## src/rtl/seven_segments_decoder.sv

```systemverilog
// Recovers the 0..99 value from a two-digit active-low 7-segment bus once the pattern pair
// has been stable for STABLE_CYCLES clocks; invalid glyphs raise o_Error and bump a saturating count.
//
// state       | meaning
// ------------+------------------------------------------------------------
// ST_SETTLING | pair changed recently; waiting for the stability window
// ST_LOCKED   | current pair already committed; no further commits until it changes
module seven_segments_decoder #(
    parameter int unsigned STABLE_CYCLES = 4
) (
    input  logic       i_Clk,
    input  logic       i_Rst_n,
    input  logic [6:0] i_Segment1,
    input  logic [6:0] i_Segment2,
    output logic [6:0] o_Value,
    output logic       o_Valid,
    output logic       o_Error,
    output logic [7:0] o_Err_Count
);

    typedef enum logic {
        ST_SETTLING = 1'b0,
        ST_LOCKED   = 1'b1
    } state_t;

    // Stability timer counts down the remaining matching edges; zero means the window is complete.
    localparam logic [7:0] TMR_LOAD = 8'(STABLE_CYCLES - 1);

    state_t     state_q, state_d;
    logic [6:0] seg1_q, seg1_d;
    logic [6:0] seg2_q, seg2_d;
    logic [7:0] tmr_q, tmr_d;
    logic [6:0] value_q, value_d;
    logic       valid_q, valid_d;
    logic       error_q, error_d;
    logic [7:0] err_cnt_q, err_cnt_d;

    logic       pair_match;
    logic       commit;
    logic [4:0] tens_dec;
    logic [4:0] units_dec;
    logic [6:0] tens_ext;
    logic [6:0] units_ext;
    logic [6:0] value_sum;

    // Returns {valid, digit}; anything outside the ten glyphs (blank included) is invalid.
    function automatic logic [4:0] decode_glyph(input logic [6:0] seg);
        logic [4:0] res;
        case (seg)
            7'b1000000: res = {1'b1, 4'd0};
            7'b1111001: res = {1'b1, 4'd1};
            7'b0100100: res = {1'b1, 4'd2};
            7'b0110000: res = {1'b1, 4'd3};
            7'b0011001: res = {1'b1, 4'd4};
            7'b0010010: res = {1'b1, 4'd5};
            7'b0000010: res = {1'b1, 4'd6};
            7'b1111000: res = {1'b1, 4'd7};
            7'b0000000: res = {1'b1, 4'd8};
            7'b0010000: res = {1'b1, 4'd9};
            default:    res = 5'b0_0000;
        endcase
        return res;
    endfunction

    always_comb begin
        // Decode only the sampled pair; a commit requires input == sample, so both views agree.
        tens_dec   = decode_glyph(seg1_q);
        units_dec  = decode_glyph(seg2_q);
        tens_ext   = {3'b000, tens_dec[3:0]};
        units_ext  = {3'b000, units_dec[3:0]};
        value_sum  = (tens_ext << 3) + (tens_ext << 1) + units_ext;

        pair_match = (i_Segment1 == seg1_q) && (i_Segment2 == seg2_q);

        seg1_d     = i_Segment1;
        seg2_d     = i_Segment2;
        tmr_d      = tmr_q;
        state_d    = state_q;
        value_d    = value_q;
        valid_d    = 1'b0;
        error_d    = error_q;
        err_cnt_d  = err_cnt_q;
        commit     = 1'b0;

        if (!pair_match) begin
            tmr_d   = TMR_LOAD;
            state_d = ST_SETTLING;
        end else begin
            if (tmr_q != 8'd0) begin
                tmr_d = tmr_q - 8'd1;
            end
            if (state_q == ST_SETTLING && tmr_q == 8'd0) begin
                commit  = 1'b1;
                state_d = ST_LOCKED;
            end
        end

        if (commit) begin
            if (tens_dec[4] && units_dec[4]) begin
                value_d = value_sum;
                error_d = 1'b0;
                valid_d = 1'b1;
            end else begin
                error_d = 1'b1;
                if (err_cnt_q != 8'hFF) begin
                    err_cnt_d = err_cnt_q + 8'd1;
                end
            end
        end
    end

    always_ff @(posedge i_Clk or negedge i_Rst_n) begin
        if (!i_Rst_n) begin
            state_q   <= ST_SETTLING;
            seg1_q    <= 7'h7F;
            seg2_q    <= 7'h7F;
            tmr_q     <= TMR_LOAD;
            value_q   <= 7'd0;
            valid_q   <= 1'b0;
            error_q   <= 1'b0;
            err_cnt_q <= 8'd0;
        end else begin
            state_q   <= state_d;
            seg1_q    <= seg1_d;
            seg2_q    <= seg2_d;
            tmr_q     <= tmr_d;
            value_q   <= value_d;
            valid_q   <= valid_d;
            error_q   <= error_d;
            err_cnt_q <= err_cnt_d;
        end
    end

    assign o_Value     = value_q;
    assign o_Valid     = valid_q;
    assign o_Error     = error_q;
    assign o_Err_Count = err_cnt_q;

endmodule

```

## config.mk

```make
export PLATFORM = sky130hd
export DESIGN_NAME = seven_segments_decoder
export DESIGN_NICKNAME = d
export VERILOG_FILES = /design/src/rtl/seven_segments_decoder.sv
export SDC_FILE = /design/constraint.sdc
export NUM_CORES = 1
export LEC_CHECK = 0
export BUFFER_PORTS_ARGS = -buffer_cell sky130_fd_sc_hd__buf_2
export CORE_MARGIN = 2
export CORE_UTILIZATION = 45
export DETAILED_ROUTE_END_ITERATION = 10
export HOLD_SLACK_MARGIN = 0.1
export PLACE_DENSITY = 0.69
export SLEW_MARGIN = 20
export SYNTH_ARGS = -nofsm -noshare
export SYNTH_HDL_FRONTEND = slang
export SYNTH_SLANG_ARGS = --single-unit
```

## constraint.sdc

```tcl
create_clock -name i_Clk -period 4.1 [get_ports i_Clk]
set_input_delay 0.41 -clock i_Clk [delete_from_list [all_inputs] [get_ports i_Clk]]
set_output_delay 0.41 -clock i_Clk [all_outputs]
set_load 0.02 [all_outputs]
```

==> results.cfg, run 1 <==
[timing]
grt_setup_unrepaired = false
min_period_ns = 3.24
worst_slew_pin_slew_ns = 0.876
layout_setup_ws_ns = 0.863
clock.fmax_ghz = 0.309
drv_slew = 0
finalHoldViolCount = 0
tns_ns = 0
finalClockSkew_ns = 0.00452
hold_ws_ns = 0.231
finalSetupViolCount = 0
relSlewSlack = 0.416
fin_crit_sh = 0.790

[yosys]
synth.area.mux_share = 0.0533
async_flop_share = 1.00
synth-xor-area-share = 0.103
synth_top_area_frac = 0.261
syn_area_per_cell_um2 = 10.7
yosys.area_share.simple = 0.240
synth-edff-count = 0
synth_cells = 216
synth_area_leaders = dfrtp_1 26%, dfstp_2 18%, xor2_1 7.6%
syn_nets = 243
yosysTopAreaCell = dfrtp_1
ys_seq_elements = 40
synthAdderAreaFrac = 0.0663
synth.distinct_cells = 48
syn_area_mm2 = 0.00230
yosysSeqAreaShare = 0.443
ys_warn_count = 0
synth_top_family_by_area = simple AND/OR/NAND/NOR gates
synthFlopType = dfrtp_1
synth-compound-area-share = 0.0717

[routing]
drc = 0
first_iter_violations = 78
firstDrtPassIters = 4
ant_nets = 0
vias = 1669
viasPerCell = 5.22
post_drt_wl_per_cell_um = 13.2
finalWirelength_um = 4240

[worst_hold_path]
min_path_type = in2async

[run_status]
status = finished, final reports clean

[setup_path]
critical_path_peak_fanout = 9
cp-end-kind = flip-flop
slowest_stage = dfstp_2
cp_data_arrival_time_ns = 3.41
crit_family = adder cells
critical_path_required_ns = 4.27
crit_top_cell = ha_1
path_buf_inv = 0
rr_startpoint = seg2_q[1]$_DFF_PN1_
worst_setup_path_start_kind = flip-flop
r2r_cells = 10
startpoint = seg2_q[1]$_DFF_PN1_
worst-path-stages = 10
crit_type = reg2reg
slowest_delay_ns = 0.61
path_cells = or3b_1, a2111oi_2, or2_2, ha_1, ha_1, fa_1, a21o_1, a21oi_1, xnor2_1, mux2_1

[floorplanning]
die_h_um = 75.5
ioPinCount = 33
row_count = 26
fp.dieW_um = 75.5
core_area_mm2 = 0.00501
initial_utilization = 0.460
dieArea_mm2 = 0.00570

[cts]
htreeDepth = 2
hold_buffers = 0
cts_buffer_depth = 2
insertion_delay_ns = 0.28
post_cts_resized = 0
cts_tree = built
clock-sinks = 40
numCtsBuffers = 5
cts_setup_buffers = 0
cts_root_buffer = clkbuf_8
clk_pin_slew_ns = 0.08

[layout]
drive_above_1_share = 0.320
fin_util = 0.529
fin_nets = 276
final_cell_mix = 32 x buf_2, 24 x dfrtp_1, 21 x nor2_1
diodes = 0
stdcell_count = 320
layout_commonest_cell = buf_2
syn2layout_area_growth_pct = 15.1

[placement]
dp_cells = 312
dp_hpwl_um = 3150
gp_congestion = 0.821
place_worst_setup_slack_ns = 0.857
port_buffers = 32

[global_routing]
grt_start_max_net_pins = 41
gr-total-overflow = 0
grt_pass1_wl_um = 7220
grt_usage = 0.169
antenna_found_initial = 0
grt_pass1_vias = 1611

[job]
max_cap_viol_count = 0

[power]
ir_worst_vdd_mv = 0.195
power_density_mw_per_mm2 = 306
leakagePower_nw = 1.29
## through the flow
stage                     area, µm²  power, W
final                          2650  0.000811
after global routing           2650  0.000852
after CTS                      2650  0.000824
after detailed placement       2530  0.000479
after global placement         2530  0.000478
after floorplan                2300  0.000453
## synth_stat cells, drive strengths merged (2+ instances only)
library cell / n
and3: 3
mux2: 10
nand4: 2
nand2: 14
nor2b: 2
or3b: 3
nor3: 6
nand4b: 2
nand2b: 6
o21ai: 4
fa: 2
or2: 4
nor2: 22
a21o: 2
nor4: 5
a211o: 3
inv: 6
dfrtp: 24
nor3b: 3
clkbuf: 5
xor2: 20
nand3: 8
xnor2: 7
a21oi: 8
or3: 3
nor4b: 3
dfstp: 16
buf: 2
and2: 2
ha: 9
## cell type report
class                           instances  area [µm²]
Fill cell                             475        2360
Multi-Input combinational cell        163        1230
Sequential cell                        40        1020
Timing Repair Buffer                   33         168
Tap cell                               70        87.6
Clock buffer                            6        82.6
Clock inverter                          2        38.8
Inverter                                6        22.5
## where the power goes
group / internal, W / total (W) / switching (W)
clock: 0.000199 / 0.000340 / 0.000141
combinational: 0.0000210 / 0.0000484 / 0.0000274
sequential: 0.000408 / 0.000422 / 0.0000146
total: 0.000628 / 0.000811 / 0.000183
## registers in the layout, indices dropped and copies added (netlist names)
| name | cells |
|---|---|
| state_q | 1 |
| o_Error | 1 |
| tmr_q | 8 |
| seg1_q | 7 |
| o_Err_Count | 8 |
| seg2_q | 7 |
| o_Value | 7 |
| o_Valid | 1 |
## path summary, 6_finish.rpt
path                       slack (ns)                    endpoint
hold / removal                   0.23  o_Err_Count[6]$_DFFE_PN0P_
max in group asynchronous        3.31      o_Value[0]$_DFFE_PN0P_
setup reg to reg                 0.86      o_Value[6]$_DFFE_PN0P_
hold reg to reg                  0.49  o_Err_Count[5]$_DFFE_PN0P_
min in group i_Clk               0.23         seg1_q[6]$_DFF_PN1_
setup / recovery                 0.86      o_Value[6]$_DFFE_PN0P_
## logic make-up after synthesis
| group | Yosys count |
|---|---|
| buffers and inverters | 13 |
| AO/OA/AOI/OAI | 24 |
| multiplexers | 11 |
| flip-flops | 40 |
| adder cells (fa/ha/maj) | 11 |
| XOR/XNOR | 27 |
| AND/OR/NAND/NOR | 90 |
## worst register-to-register path, stage by stage (launching register included)
cell       delay, ns
dfstp_2         0.61
or3b_1          0.37
a2111oi_2       0.41
or2_2           0.18
ha_1            0.22
ha_1            0.22
fa_1            0.40
a21o_1          0.19
a21oi_1         0.16
xnor2_1         0.08
mux2_1          0.29
## layer usage
metal	part of all wire	track usage	wire length (µm)
met1	0.45	0.212	1900
met2	0.51	0.282	2160
met3	0.034	0.0529	146
met4	0.0073	0.0468	31
met5	0	0	0
Note: power is estimated with default switching activity, not from simulation.
==> run 2: changes to the inputs <==
clock period = 3.3 ns   (was 4.1 ns; I/O delays follow)
==> run 2 against run 1 <==
Clock power fell by 6.2%. Register-to-register slack got worse by 0.67 ns. Sequential power rose by 24%. Via count is 1.2% lower. Setup slack worse by 0.67 ns. Utilization down 0.17 points. Cell count grew 0.63%. Sequential share of layout area up 0.13 points. Critical endpoint unchanged. Largest power group unchanged.
==> results.cfg, run 2 (synthesized netlist as in run 1, its figures left out) <==
[power]
pwr-share-seq = 0.579
clkPwrFrac = 0.352
switchingPower_w = 0.000221
ir_worst_vdd_mv = 0.235
p_comb_frac = 0.069
power_density_mw_per_mm2 = 343
p_sw_frac = 0.244
leakagePower_nw = 1.28
p_int_w = 0.000685

[setup_path]
slowest_delay_ns = 0.53
path_buf_inv = 0
path_cells = or3b_1, a2111oi_4, or2_2, ha_1, ha_1, fa_1, a21o_1, a21oi_1, xnor2_1, mux2_1
worst_setup_path_start_kind = flip-flop
slowest_stage = dfstp_2
cp-end-kind = flip-flop
cp_data_arrival_time_ns = 3.29
critical_path_peak_fanout = 2
crit_top_cell = ha_1
crit_family = adder cells
critical_path_required_ns = 3.48
crit_type = reg2reg

[layout]
nFillCells = 489
syn2layout_area_growth_pct = 14.7
stdcell_count = 322
fin_area_mm2 = 0.00264
fin_util = 0.527
drive_above_1_share = 0.317
multi_input_area_mm2 = 0.00124
register_area_mm2 = 0.00102
final_cell_mix = 32 x buf_2, 24 x dfrtp_1, 21 x nor2_1
layout_commonest_cell = buf_2
fin_nets = 278
diodes = 0

[global_routing]
gr-total-overflow = 0
grt_pass1_wl_um = 7030
grt_start_max_net_pins = 41
grt_pass1_vias = 1579
antenna_found_initial = 0
grt_usage = 0.165

[floorplanning]
die_h_um = 75.5
ioPinCount = 33
dieArea_mm2 = 0.00570
core_area_mm2 = 0.00501
row_count = 26
fp.dieW_um = 75.5
initial_utilization = 0.460

[routing]
ant_nets = 0
post_drt_wl_per_cell_um = 12.9
finalWirelength_um = 4160
vias = 1649
firstDrtPassIters = 4
drc = 0
first_iter_violations = 31
viasPerCell = 5.12

[placement]
gp_congestion = 0.787
placed_cell_area_mm2 = 0.00254
place_worst_setup_slack_ns = 0.164
dp_hpwl_um = 3100
port_buffers = 32
dp_cells = 314

[cts]
cts_buffer_depth = 2
cts_setup_buffers = 0
cts_tree = built
insertion_delay_ns = 0.29
numCtsBuffers = 5
clock-sinks = 40
cts_root_buffer = clkbuf_8
htreeDepth = 2
clk_pin_slew_ns = 0.08

[timing]
worst_slew_pin_slew_ns = 0.852
finalClockSkew_ns = 0.00494
grt_setup_unrepaired = false
finalSetupViolCount = 0
clock.fmax_ghz = 0.322
relSlewSlack = 0.432
fin_crit_sh = 0.942
layout_setup_ws_ns = 0.190
drv_slew = 0
finalHoldViolCount = 0
tns_ns = 0
min_period_ns = 3.11

[job]
max_cap_viol_count = 0

[run_status]
status = finished, final reports clean

[worst_hold_path]
min_path_type = in2async
run 2: cell types whose count changed in the layout (fill, tap and decap cells not counted), sizes merged:
cell,change
buf,+2
bufinv,-1
clkbuf,+1
run 2: cell type report:
| cell class | count | area share |
|---|---|---|
| multi-input combinational | 163 | 0.470 |
| sequential | 40 | 0.387 |
| timing repair buffer | 35 | 0.0692 |
| tap | 70 | 0.0332 |
| clock buffer | 7 | 0.0289 |
| inverter | 6 | 0.00853 |
| clock inverter | 1 | 0.00332 |
run 2: per-stage QoR:
step	hold WS [ns]	total power [W]
2_1_floorplan	0.0344	0.000563
3_3_place_gp	0.452	0.000594
3_5_place_dp	0.453	0.000595
4_1_cts	0.135	0.000922
5_1_grt	0.125	0.000954
6_report	0.138	0.000906
run 2: power by group through the flow:
stage / registers, W / clock network, W / logic [W]
floorplan: 0.000522 / 0 / 0.0000403
global placement: 0.000532 / 0 / 0.0000625
detailed placement: 0.000533 / 0 / 0.0000628
CTS: 0.000523 / 0.000335 / 0.0000635
global route: 0.000527 / 0.000354 / 0.0000730
finish: 0.000524 / 0.000319 / 0.0000626
run 2: timing repair:
action | CTS | global route
setup endpoints to repair | 0 | 1
hold buffers | 0 | 0
gates resized for setup | 0 | 1
run 2: per-layer routing:
metal,routed length (µm),up-vias,GRT usage
met5,0,-,0
met4,68,0,0.0643
met3,172,7,0.0437
met2,1960,21,0.268
met1,1950,797,0.213
li1,-,824,-
run 2: worst reg2reg max path, delay by kind of cell (launching register included):
kind	cells	cell delay, ns
adder cells (fa/ha/maj)	3	0.85
AO/OA/AOI/OAI	3	0.72
AND/OR/NAND/NOR	2	0.55
flip-flops	1	0.53
multiplexers	1	0.29
XOR/XNOR	1	0.08
run 2: path summary, 6_finish.rpt:
path | startpoint | to | slack [ns] | cells past startpoint
max | seg2_q[1]$_DFF_PN1_ | o_Value[6]$_DFFE_PN0P_ | 0.19 | 10
min | i_Rst_n | o_Err_Count[6]$_DFFE_PN0P_ | 0.14 | 1
max reg2reg | seg2_q[1]$_DFF_PN1_ | o_Value[6]$_DFFE_PN0P_ | 0.19 | 10
min reg2reg | o_Err_Count[5]$_DFFE_PN0P_ | o_Err_Count[5]$_DFFE_PN0P_ | 0.49 | 1
max in group asynchronous | i_Rst_n | tmr_q[3]$_DFFE_PN0P_ | 2.63 | 1
min in group i_Clk | i_Segment1[6] | seg1_q[6]$_DFF_PN1_ | 0.15 | 1
